--- config.mk ---
export PLATFORM = sky130hd
export DESIGN_NAME = wb_arbiter
export DESIGN_NICKNAME = d
export VERILOG_FILES = /design/src/rtl/wb_arbiter_pkg.sv /design/src/rtl/wb_fifo.sv /design/src/rtl/wb_arbiter.sv
export SDC_FILE = /design/constraint.sdc
export NUM_CORES = 1
export LEC_CHECK = 0
export CAP_MARGIN = 30
export CORE_ASPECT_RATIO = 1.5
export CORE_MARGIN = 5
export CORE_UTILIZATION = 35
export DETAILED_ROUTE_END_ITERATION = 8
export PLACE_DENSITY = 0.61
export SYNTH_ARGS = -nofsm -noshare
export SYNTH_HDL_FRONTEND = slang
export SYNTH_SLANG_ARGS = --single-unit
--- constraint.sdc ---
create_clock -name CLK -period 3.7 [get_ports CLK]
set_input_delay 0.37 -clock CLK [delete_from_list [all_inputs] [get_ports CLK]]
set_output_delay 0.37 -clock CLK [all_outputs]
set_load 0.1 [all_outputs]
--- src/rtl/wb_arbiter_pkg.sv ---
// ============================================================================
// wb_arbiter_pkg : shared widths, FIFO entry type and write-source encoding
// Revision: 1.0
// ============================================================================
`default_nettype none

package wb_arbiter_pkg;

    localparam int MXLEN    = 32;
    localparam int REG_NUM  = 32;
    localparam int WB_DEPTH = 4;
    localparam int RD_W     = 5;

    typedef struct packed {
        logic [RD_W-1:0]  rd;
        logic [MXLEN-1:0] data;
    } wb_entry_t;

    typedef enum logic [1:0] {
        SRC_NONE   = 2'd0,
        SRC_ALU    = 2'd1,
        SRC_FIFO   = 2'd2,
        SRC_BYPASS = 2'd3
    } wb_src_e;

    function automatic logic [REG_NUM-1:0] rd_onehot(input logic [RD_W-1:0] rd);
        rd_onehot     = '0;
        rd_onehot[rd] = 1'b1;
    endfunction

endpackage

`default_nettype wire

--- src/rtl/wb_fifo.sv ---
// ============================================================================
// wb_fifo : synchronous FIFO of {rd, data} long-latency results
// Revision: 1.0
// ============================================================================
`default_nettype none

module wb_fifo
    import wb_arbiter_pkg::*;
#(
    parameter int DEPTH = WB_DEPTH
) (
    input  logic      CLK,
    input  logic      RST_N,
    input  logic      push,
    input  wb_entry_t push_entry,
    input  logic      pop,
    output wb_entry_t head,
    output logic      full,
    output logic      empty
);

    localparam int AW = $clog2(DEPTH);

    // Pointers carry one extra bit so a full queue differs from an empty one.
    logic [AW:0] wr_ptr;
    logic [AW:0] rd_ptr;
    logic [AW:0] count;
    wb_entry_t   mem [DEPTH];

    assign count = wr_ptr - rd_ptr;
    assign full  = (count == (AW+1)'(DEPTH));
    assign empty = (count == '0);
    assign head  = mem[rd_ptr[AW-1:0]];

    always_ff @(posedge CLK or negedge RST_N) begin
        if (!RST_N) begin
            wr_ptr <= '0;
            rd_ptr <= '0;
        end else begin
            if (push) wr_ptr <= wr_ptr + 1'b1;
            if (pop)  rd_ptr <= rd_ptr + 1'b1;
        end
    end

    always_ff @(posedge CLK) begin
        if (push) mem[wr_ptr[AW-1:0]] <= push_entry;
    end

endmodule

`default_nettype wire

--- src/rtl/wb_arbiter.sv ---
// ============================================================================
// wb_arbiter : register-file write-port arbiter (ALU / LL FIFO / LL bypass)
//              with per-register busy scoreboard
// Revision: 1.0
// ============================================================================
`default_nettype none

module wb_arbiter
    import wb_arbiter_pkg::*;
#(
    parameter int DEPTH = WB_DEPTH
) (
    input  logic               CLK,
    input  logic               RST_N,
    input  logic               alu_valid,
    input  logic [RD_W-1:0]    alu_rd,
    input  logic [MXLEN-1:0]   alu_data,
    input  logic               exception,
    input  logic               ll_valid,
    output logic               ll_ready,
    input  logic [RD_W-1:0]    ll_rd,
    input  logic [MXLEN-1:0]   ll_data,
    input  logic               issue_valid,
    input  logic [RD_W-1:0]    issue_rd,
    output logic [REG_NUM-1:0] busy,
    output logic [RD_W-1:0]    w_addr,
    output logic               reg_write,
    output logic [MXLEN-1:0]   w_data
);

    logic         fifo_full;
    logic         fifo_empty;
    logic         fifo_push;
    logic         fifo_pop;
    wb_entry_t    fifo_head;
    wb_entry_t    ll_entry;
    wb_entry_t    sel;
    wb_src_e      src;
    logic         ll_xfer;
    logic         alu_ok;
    logic [REG_NUM-1:0] busy_set;
    logic [REG_NUM-1:0] busy_clr;
    logic [REG_NUM-1:0] busy_next;

    assign ll_ready = !fifo_full;
    assign ll_xfer  = ll_valid && ll_ready;
    assign alu_ok   = alu_valid && !exception && (alu_rd != '0);
    assign ll_entry = '{rd: ll_rd, data: ll_data};

    always_comb begin
        src = SRC_NONE;
        if (alu_ok)
            src = SRC_ALU;
        else if (!fifo_empty)
            src = SRC_FIFO;
        else if (ll_xfer && (ll_rd != '0))
            src = SRC_BYPASS;
    end

    // rd=0 transfers complete the handshake but are never queued.
    assign fifo_pop  = (src == SRC_FIFO);
    assign fifo_push = ll_xfer && (ll_rd != '0) && (src != SRC_BYPASS);

    always_comb begin
        sel = '0;
        case (src)
            SRC_ALU:    sel = '{rd: alu_rd, data: alu_data};
            SRC_FIFO:   sel = fifo_head;
            SRC_BYPASS: sel = ll_entry;
            default:    sel = '0;
        endcase
    end

    always_comb begin
        busy_set = '0;
        busy_clr = '0;
        if (issue_valid && (issue_rd != '0))
            busy_set = rd_onehot(issue_rd);
        if (src == SRC_FIFO || src == SRC_BYPASS)
            busy_clr = rd_onehot(sel.rd);
        // A re-issue of the retiring rd keeps it busy.
        busy_next    = (busy & ~busy_clr) | busy_set;
        busy_next[0] = 1'b0;
    end

    always_ff @(posedge CLK or negedge RST_N) begin
        if (!RST_N) begin
            reg_write <= 1'b0;
            w_addr    <= '0;
            w_data    <= '0;
            busy      <= '0;
        end else begin
            reg_write <= (src != SRC_NONE);
            if (src != SRC_NONE) begin
                w_addr <= sel.rd;
                w_data <= sel.data;
            end
            busy <= busy_next;
        end
    end

    wb_fifo #(
        .DEPTH(DEPTH)
    ) u_fifo (
        .CLK        (CLK),
        .RST_N      (RST_N),
        .push       (fifo_push),
        .push_entry (ll_entry),
        .pop        (fifo_pop),
        .head       (fifo_head),
        .full       (fifo_full),
        .empty      (fifo_empty)
    );

endmodule

`default_nettype wire
# Yosys cells after proc, flatten, opt, wreduce, memory -nomap -nowiden
# Memories as Yosys holds them, arrays and structs flattened.
# Index checks and enable logic that the tools add are counted.
# classes
n_addsub	3
mul	0
div_mod_pow	0
magnitude_cmp	4
n_eq_ne	5
shifts	0
mux	12
bitwise	3
reduce_logical	16
# ops
operator	count
37-bit case mux with 3 select lines	1
32-bit two-way mux	2
32-bit AND	1
32-bit NOT	1
32-bit OR	1
5-bit nonzero test	3
5-bit by 6-bit < comparator with 1-bit output (second input constant)	2
1-bit demux with 5-bit select	2
5-bit by 1-bit >= comparator with 1-bit output (second input constant)	2
1-bit logical AND	8
3-bit by 1-bit adder with 3-bit output (second input constant)	2
2-bit two-way mux	3
2-bit equality test (second input constant)	2
1-bit two-way mux	4
3-bit equality test (second input constant)	1
3-bit logical NOT	1
3-bit subtractor	1
2-bit by 1-bit equality test with 1-bit output (second input constant)	1
1-bit logical NOT	2
2-bit inequality test (second input constant)	1
2-bit nonzero test	1
1-bit logical OR	1
# totals
reg_bits	75
latch_bits	0
ram_bits	148
rom_bits	0
inputBits	85
out_inout_bits	71
mem_count	1
# mem_list
memory	depth	word_bits	read_ports	rd_ports_with_merged_regs	write_ports	line	rtl
u_fifo.mem	4	37	1	0	1	wb_fifo.sv:28	wb_entry_t mem [DEPTH];

# Depth between registers and ports, before layout
# logic_depth
word_depth	18
ltp_mapped	12
depth_no_buf	8

# Cells and area by module
# A second synthesis with hierarchy kept.
# unflattened
cells_unflattened	654
area_unflattened_um2	9525.4
# modules_own_cells
module	n_inst	cells_per_inst	area_per_inst_um2	seq_area_each_um2
wb_fifo	1	228	5720.5	4594.4
wb_arbiter	1	426	3804.9	1726.7

# Worst setup path after synthesis
# Ideal clock, no wire load.
# synth_timing
path_type	reg-to-reg
start	register u_fifo.rd_ptr[1]
end	memory u_fifo.mem[3][0] (netlist name) (enable)
setup_ns	0.399
arrival_time_ns	4.134
t_required_ns	3.301
path_slack_ns	-0.833
stages_incl_launch_ff	11
n_path_buf	3
cell_sequence	dfrtp_1 clkbuf_1 buf_1 inv_1 ha_1 nor2b_1 xor2_1 buf_2 nand2_1 nor3b_1 and2_1
# synth_via
elab_chain_cells	12
elab_cells_between_ends	13
cone_classes	add/sub (1); eq/ne (2); mux (5); reduce/logical (5)
# synth_lines
element	line	rtl
from (decl)	wb_fifo.sv:26	logic [AW:0] rd_ptr;
from (signal assigned)	wb_fifo.sv:41	if (pop) rd_ptr <= rd_ptr + 1'b1;
3-bit subtractor *	wb_fifo.sv:30	assign count = wr_ptr - rd_ptr;
3-bit equality test *	wb_fifo.sv:31	assign full = (count == (AW+1)'(DEPTH));
1-bit logical NOT *	wb_arbiter.sv:45	assign ll_ready = !fifo_full;
net ll_ready	wb_arbiter.sv:20	output logic ll_ready,
1-bit logical AND *	wb_arbiter.sv:46	assign ll_xfer = ll_valid && ll_ready;
1-bit logical AND *	wb_arbiter.sv:56, wb_arbiter.sv:62	
2-bit two-way mux	wb_arbiter.sv:56	else if (ll_xfer && (ll_rd != '0))
2-bit two-way mux	wb_arbiter.sv:54	else if (!fifo_empty)
2-bit two-way mux	wb_arbiter.sv:52	if (alu_ok)
2-bit inequality test	wb_arbiter.sv:62	assign fifo_push = ll_xfer && (ll_rd != '0) && (src != SRC_BYPASS);
1-bit logical AND *	wb_arbiter.sv:62	
1-bit two-way mux *	wb_fifo.sv:46	if (push) mem[wr_ptr[AW-1:0]] <= push_entry;
1-bit two-way mux (not written as such) *	wb_fifo.sv:46	
to (decl)	wb_fifo.sv:28	
# The timed path passes the listed nets; every way through them passes the cells marked *.

# Worst setup path in the final report
# layout_timing
start	register u_fifo.wr_ptr[0]
end	register busy[9]
# layout_via
elab_chain_cells	18
elab_cells_between_ends	23
cone_classes	add/sub (1); order compare (2); eq/ne (4); mux (7); bitwise (3); reduce/logical (6)
# layout_lines
element	line	rtl
from (decl)	wb_fifo.sv:25	logic [AW:0] wr_ptr;
from (signal assigned)	wb_fifo.sv:40	if (push) wr_ptr <= wr_ptr + 1'b1;
3-bit subtractor *	wb_fifo.sv:30	
3-bit equality test	wb_fifo.sv:31	
1-bit logical NOT	wb_arbiter.sv:45	
1-bit logical AND	wb_arbiter.sv:46	
1-bit logical AND	wb_arbiter.sv:56	
2-bit two-way mux	wb_arbiter.sv:56	
2-bit two-way mux *	wb_arbiter.sv:54	
2-bit two-way mux *	wb_arbiter.sv:52	
(+3 left out)	n/a	
1-bit logical AND (not written as such)	wb_arbiter_pkg.sv:28	rd_onehot[rd] = 1'b1;
1-bit two-way mux (not written as such)	wb_arbiter_pkg.sv:28	
1-bit demux with 5-bit select	wb_arbiter_pkg.sv:28	
32-bit two-way mux *	wb_arbiter.sv:79	if (src == SRC_FIFO || src == SRC_BYPASS)
32-bit NOT *	wb_arbiter.sv:82	busy_next = (busy & ~busy_clr) | busy_set;
32-bit AND *	wb_arbiter.sv:82	
32-bit OR *	wb_arbiter.sv:82	
net busy_next[9]	wb_arbiter.sv:43	logic [REG_NUM-1:0] busy_next;
to (signal assigned)	wb_arbiter.sv:98	busy <= busy_next;
to (decl)	wb_arbiter.sv:25	output logic [REG_NUM-1:0] busy,
# Marked as above.
# A chain may end at the register's enable or synchronous reset.

==> results.yml <==
outcome:
  status: "complete, no violations"
floorplan:
  chipWidth_um: 143
  die-height_um: 210
  initial_utilization: 0.354
  floorplan.die_area_mm2: 0.0301
  core_region_area_mm2: 0.0264
  ioPinCount: 156
  rows: 73
logic_synthesis:
  post-synth-top-area-fraction: 0.476
  synth-seq-area-share: 0.676
  synthDominantAreaCellType: "sky130_fd_sc_hd__edfxtp_1"
  yosysWarnings: 0
  synth-edff-count: 148
  mappedNetlistArea_mm2: 0.00934
  synth_area_leaders: "sky130_fd_sc_hd__edfxtp_1 48%, sky130_fd_sc_hd__dfrtp_1 20%, sky130_fd_sc_hd__mux4_2 8.9%"
  postSynthRegisterBits: 223
  post_synth_inst_count: 629
  ffs_w_async_s_r_synth: 0.336
  syn_avg_cell_area_um2: 14.9
  synth.lib_cells_used.distinct: 54
  synth_nets: 721
  most_instantiated_flip_flop_cell_in_the_synthesis_netlist: "sky130_fd_sc_hd__edfxtp_1"
clock_network:
  htree_num_levels: 1
  cts.root.buffer_cell: "sky130_fd_sc_hd__clkbuf_16"
  cts-resized-gates: 0
  clkSinkCount: 223
  worstSkewPairLatency_ps: 500
  clock_buffers_created_by_tritoncts: 23
  cts.reportedPaths.clkPinSlew_ps: 60
  hold_buffers: 1
  clock_tree_from_tritoncts: "done"
  cts.repair_timing.setup_buffer_count: 0
  clk_path_buf_depth: 3
critical_path:
  worstPathRequired_ps: 4050
  critical_path.reg2reg.startpoint: "u_fifo.wr_ptr[0]"
  worst_r2r_end: "busy[9]"
  cp_max_fo: 11
  slowest_stage: "sky130_fd_sc_hd__nor3_1"
  worstSetupPathType: "flop to flop"
  worstRegToRegCells: 9
  critPathCaptureType: "flop"
  crit_path_max_incr_delay_ps: 650
  reg2reg_slack_ps: 690
  timing.critical_path.cells: "inv_1 -> ha_1 -> nor2b_1 -> xor2_1 -> buf_4 -> nor3_1 -> nor3b_1 -> nor2_1 -> a31oi_1"
  startpoint_class: "flop"
  cp_data_arrival_time_ps: 3360
routing:
  antenna_left: 0
  route.layer.met1.wl_mm: 9.38
  avgRoutedWirePerCell_um: 20.8
  post_drt_via_cell_ratio: 5.29
  vias: 6121
  drt_pass_1_iters: 5
  routed-wl-met3_mm: 1.09
  routed_wl_mm: 24.1
  met2RoutedLength_mm: 13.0
  topRoutingLayerUsed: "met5"
  drc: 0
  initialDrtViolationCount: 363
grt:
  grt_overflow_total: 0
  first_global_vias: 6416
  grtUsageTotal: 0.157
  grt_start_max_net_pins: 63
  initial_antenna_violation_count: 2
  first_pass_grt_wire_length_mm: 37.1
placed_design:
  detailed_placement_hpwl_mm: 16.8
  io_buffer_count: 154
  place_worst_setup_slack_ps: 542
  globalplace.congestion: 0.869
timing:
  report.final.setup_viol: 0
  timing.slew.headroom: 0.324
  worst_slew_pin_slew_ps: 1010
  max_clock_freq_mhz: 332
  worst_skew_ps: 12.7
  final_period_minus_worst_setup_slack_ps: 3010
  finalCritPeriodShare: 0.813
  slew_violations: 0
  unrepaired_setup_endpoints_after_global_routing: "no"
  finalHoldViolCount: 0
  fin_ws_ps: 691
layout:
  area_delta_synth_final_pct: 31.3
  layout-drive-gt1-share: 0.150
  fill_cells: 2328
  layout.area.seq_mm2: 0.00632
  multi_input_comb_area_mm2: 0.00286
  num-nets-final: 894
worst_hold_path:
  hold_path.class: "input pin to asynchronous set/reset pin"
run:
  cap_violations: 0
-- state kept, by name (all words and copies together) (netlist names) --
signal         cells
busy              31
reg_write          1
u_fifo.mem       148
u_fifo.rd_ptr      3
u_fifo.wr_ptr      3
w_addr             5
w_data            32
-- layer usage --
layer | vias up | global-route usage
met5 | - | 0
met3 | 41 | 0.0209
met1 | 3104 | 0.189
met2 | 166 | 0.290
met4 | 2 | 0.0494
li1 | 2808 | -
-- cells in the mapped netlist, drive strengths merged (2+ instances only) --
cell type  instances
a221o              3
o21ai             26
nand4              5
o41ai             12
dfrtp             75
nor2              77
nand3              8
a21boi             3
buf               14
clkbuf            20
inv               11
o2bb2ai            5
mux4              37
nor2b              5
xnor2              4
nor3b              2
a21oi              4
a31oi             44
or4                2
o221ai             3
xor2               3
nand2b             3
a221oi             2
ha                 7
edfxtp           148
and2               8
o31ai              2
nand2             44
a22oi             32
nor3               2
o211ai             3
nor4               4
or2                2
-- cells by family (layout without fill, tap and decap cells) --
logic type,Yosys count,after routing,share of synthesized area
DFF,223,223,0.676
and+or+nand+nor,163,163,0.0774
AOI/OAI and AO/OA,146,146,0.118
buffers and inverters,45,234,0.0208
muxes,37,37,0.0892
adders and majority gates,7,7,0.00937
xor gates and xnor gates,7,7,0.00817
other,1,2,0.000401
-- critical path, delay by kind of cell, from the launching register on --
family | cells | cell delay [ps]
adder cells (fa/ha/maj) | 1 | 170
XOR/XNOR | 1 | 110
AO/OA/AOI/OAI | 1 | 150
flip-flops | 1 | 400
buffers and inverters | 2 | 360
AND/OR/NAND/NOR | 4 | 1660
-- area by class of cell --
cell class              instances  area share
well taps                     337      0.0344
repair buffers                182       0.151
clock buffers                  26      0.0503
clock inverters                15      0.0126
inverters                      11     0.00337
multi-input cells             361       0.233
diodes                          1    0.000204
flip-flops and latches        223       0.515
-- placed cells by master, fill, tap and decap left out, drive strengths merged, types with 12 or more instances in the layout --
master and count:
clkdlybuf4s50 152, edfxtp 148, nor2 77, dfrtp 75
a31oi 44, nand2 44, mux4 37, a22oi 32
buf 29, clkbuf 26, o21ai 26, o41ai 12
-- stage by stage --
stage / instances / util / area (um^2) / hold slack (ps) / TNS, ps
floorplan: 629 / - / 9350 / 74.4 / -22400
finish: 1156 / 0.465 / 12300 / 280 / 0
CTS: 1155 / 0.465 / 12300 / 280 / 0
global route: 1156 / 0.465 / 12300 / 297 / 0
global placement: 1111 / 0.433 / 11400 / 503 / 0
detailed placement: 1113 / 0.435 / 11500 / 252 / 0
-- how the worst max path moves through the flow --
| stage | start | end | slack (ps) | cells after the start |
|---|---|---|---|---|
| final | u_fifo.wr_ptr[0] | busy[9] | 690 | 9 |
| after global routing | u_fifo.rd_ptr[0] | busy[17] | 400 | 8 |
| after CTS | u_fifo.rd_ptr[0] | busy[29] | 660 | 8 |
| after detailed placement | alu_rd[3] | busy[18] | 540 | 8 |
| after global placement | alu_rd[2] | busy[18] | 560 | 8 |
| after floorplan | u_fifo.rd_ptr[1] | u_fifo.mem[3][0] | -160 | 10 |
Power is left out: the tool's default activity adds up to more than one toggle a clock period on the data nets, which glitch-free logic cannot reach.
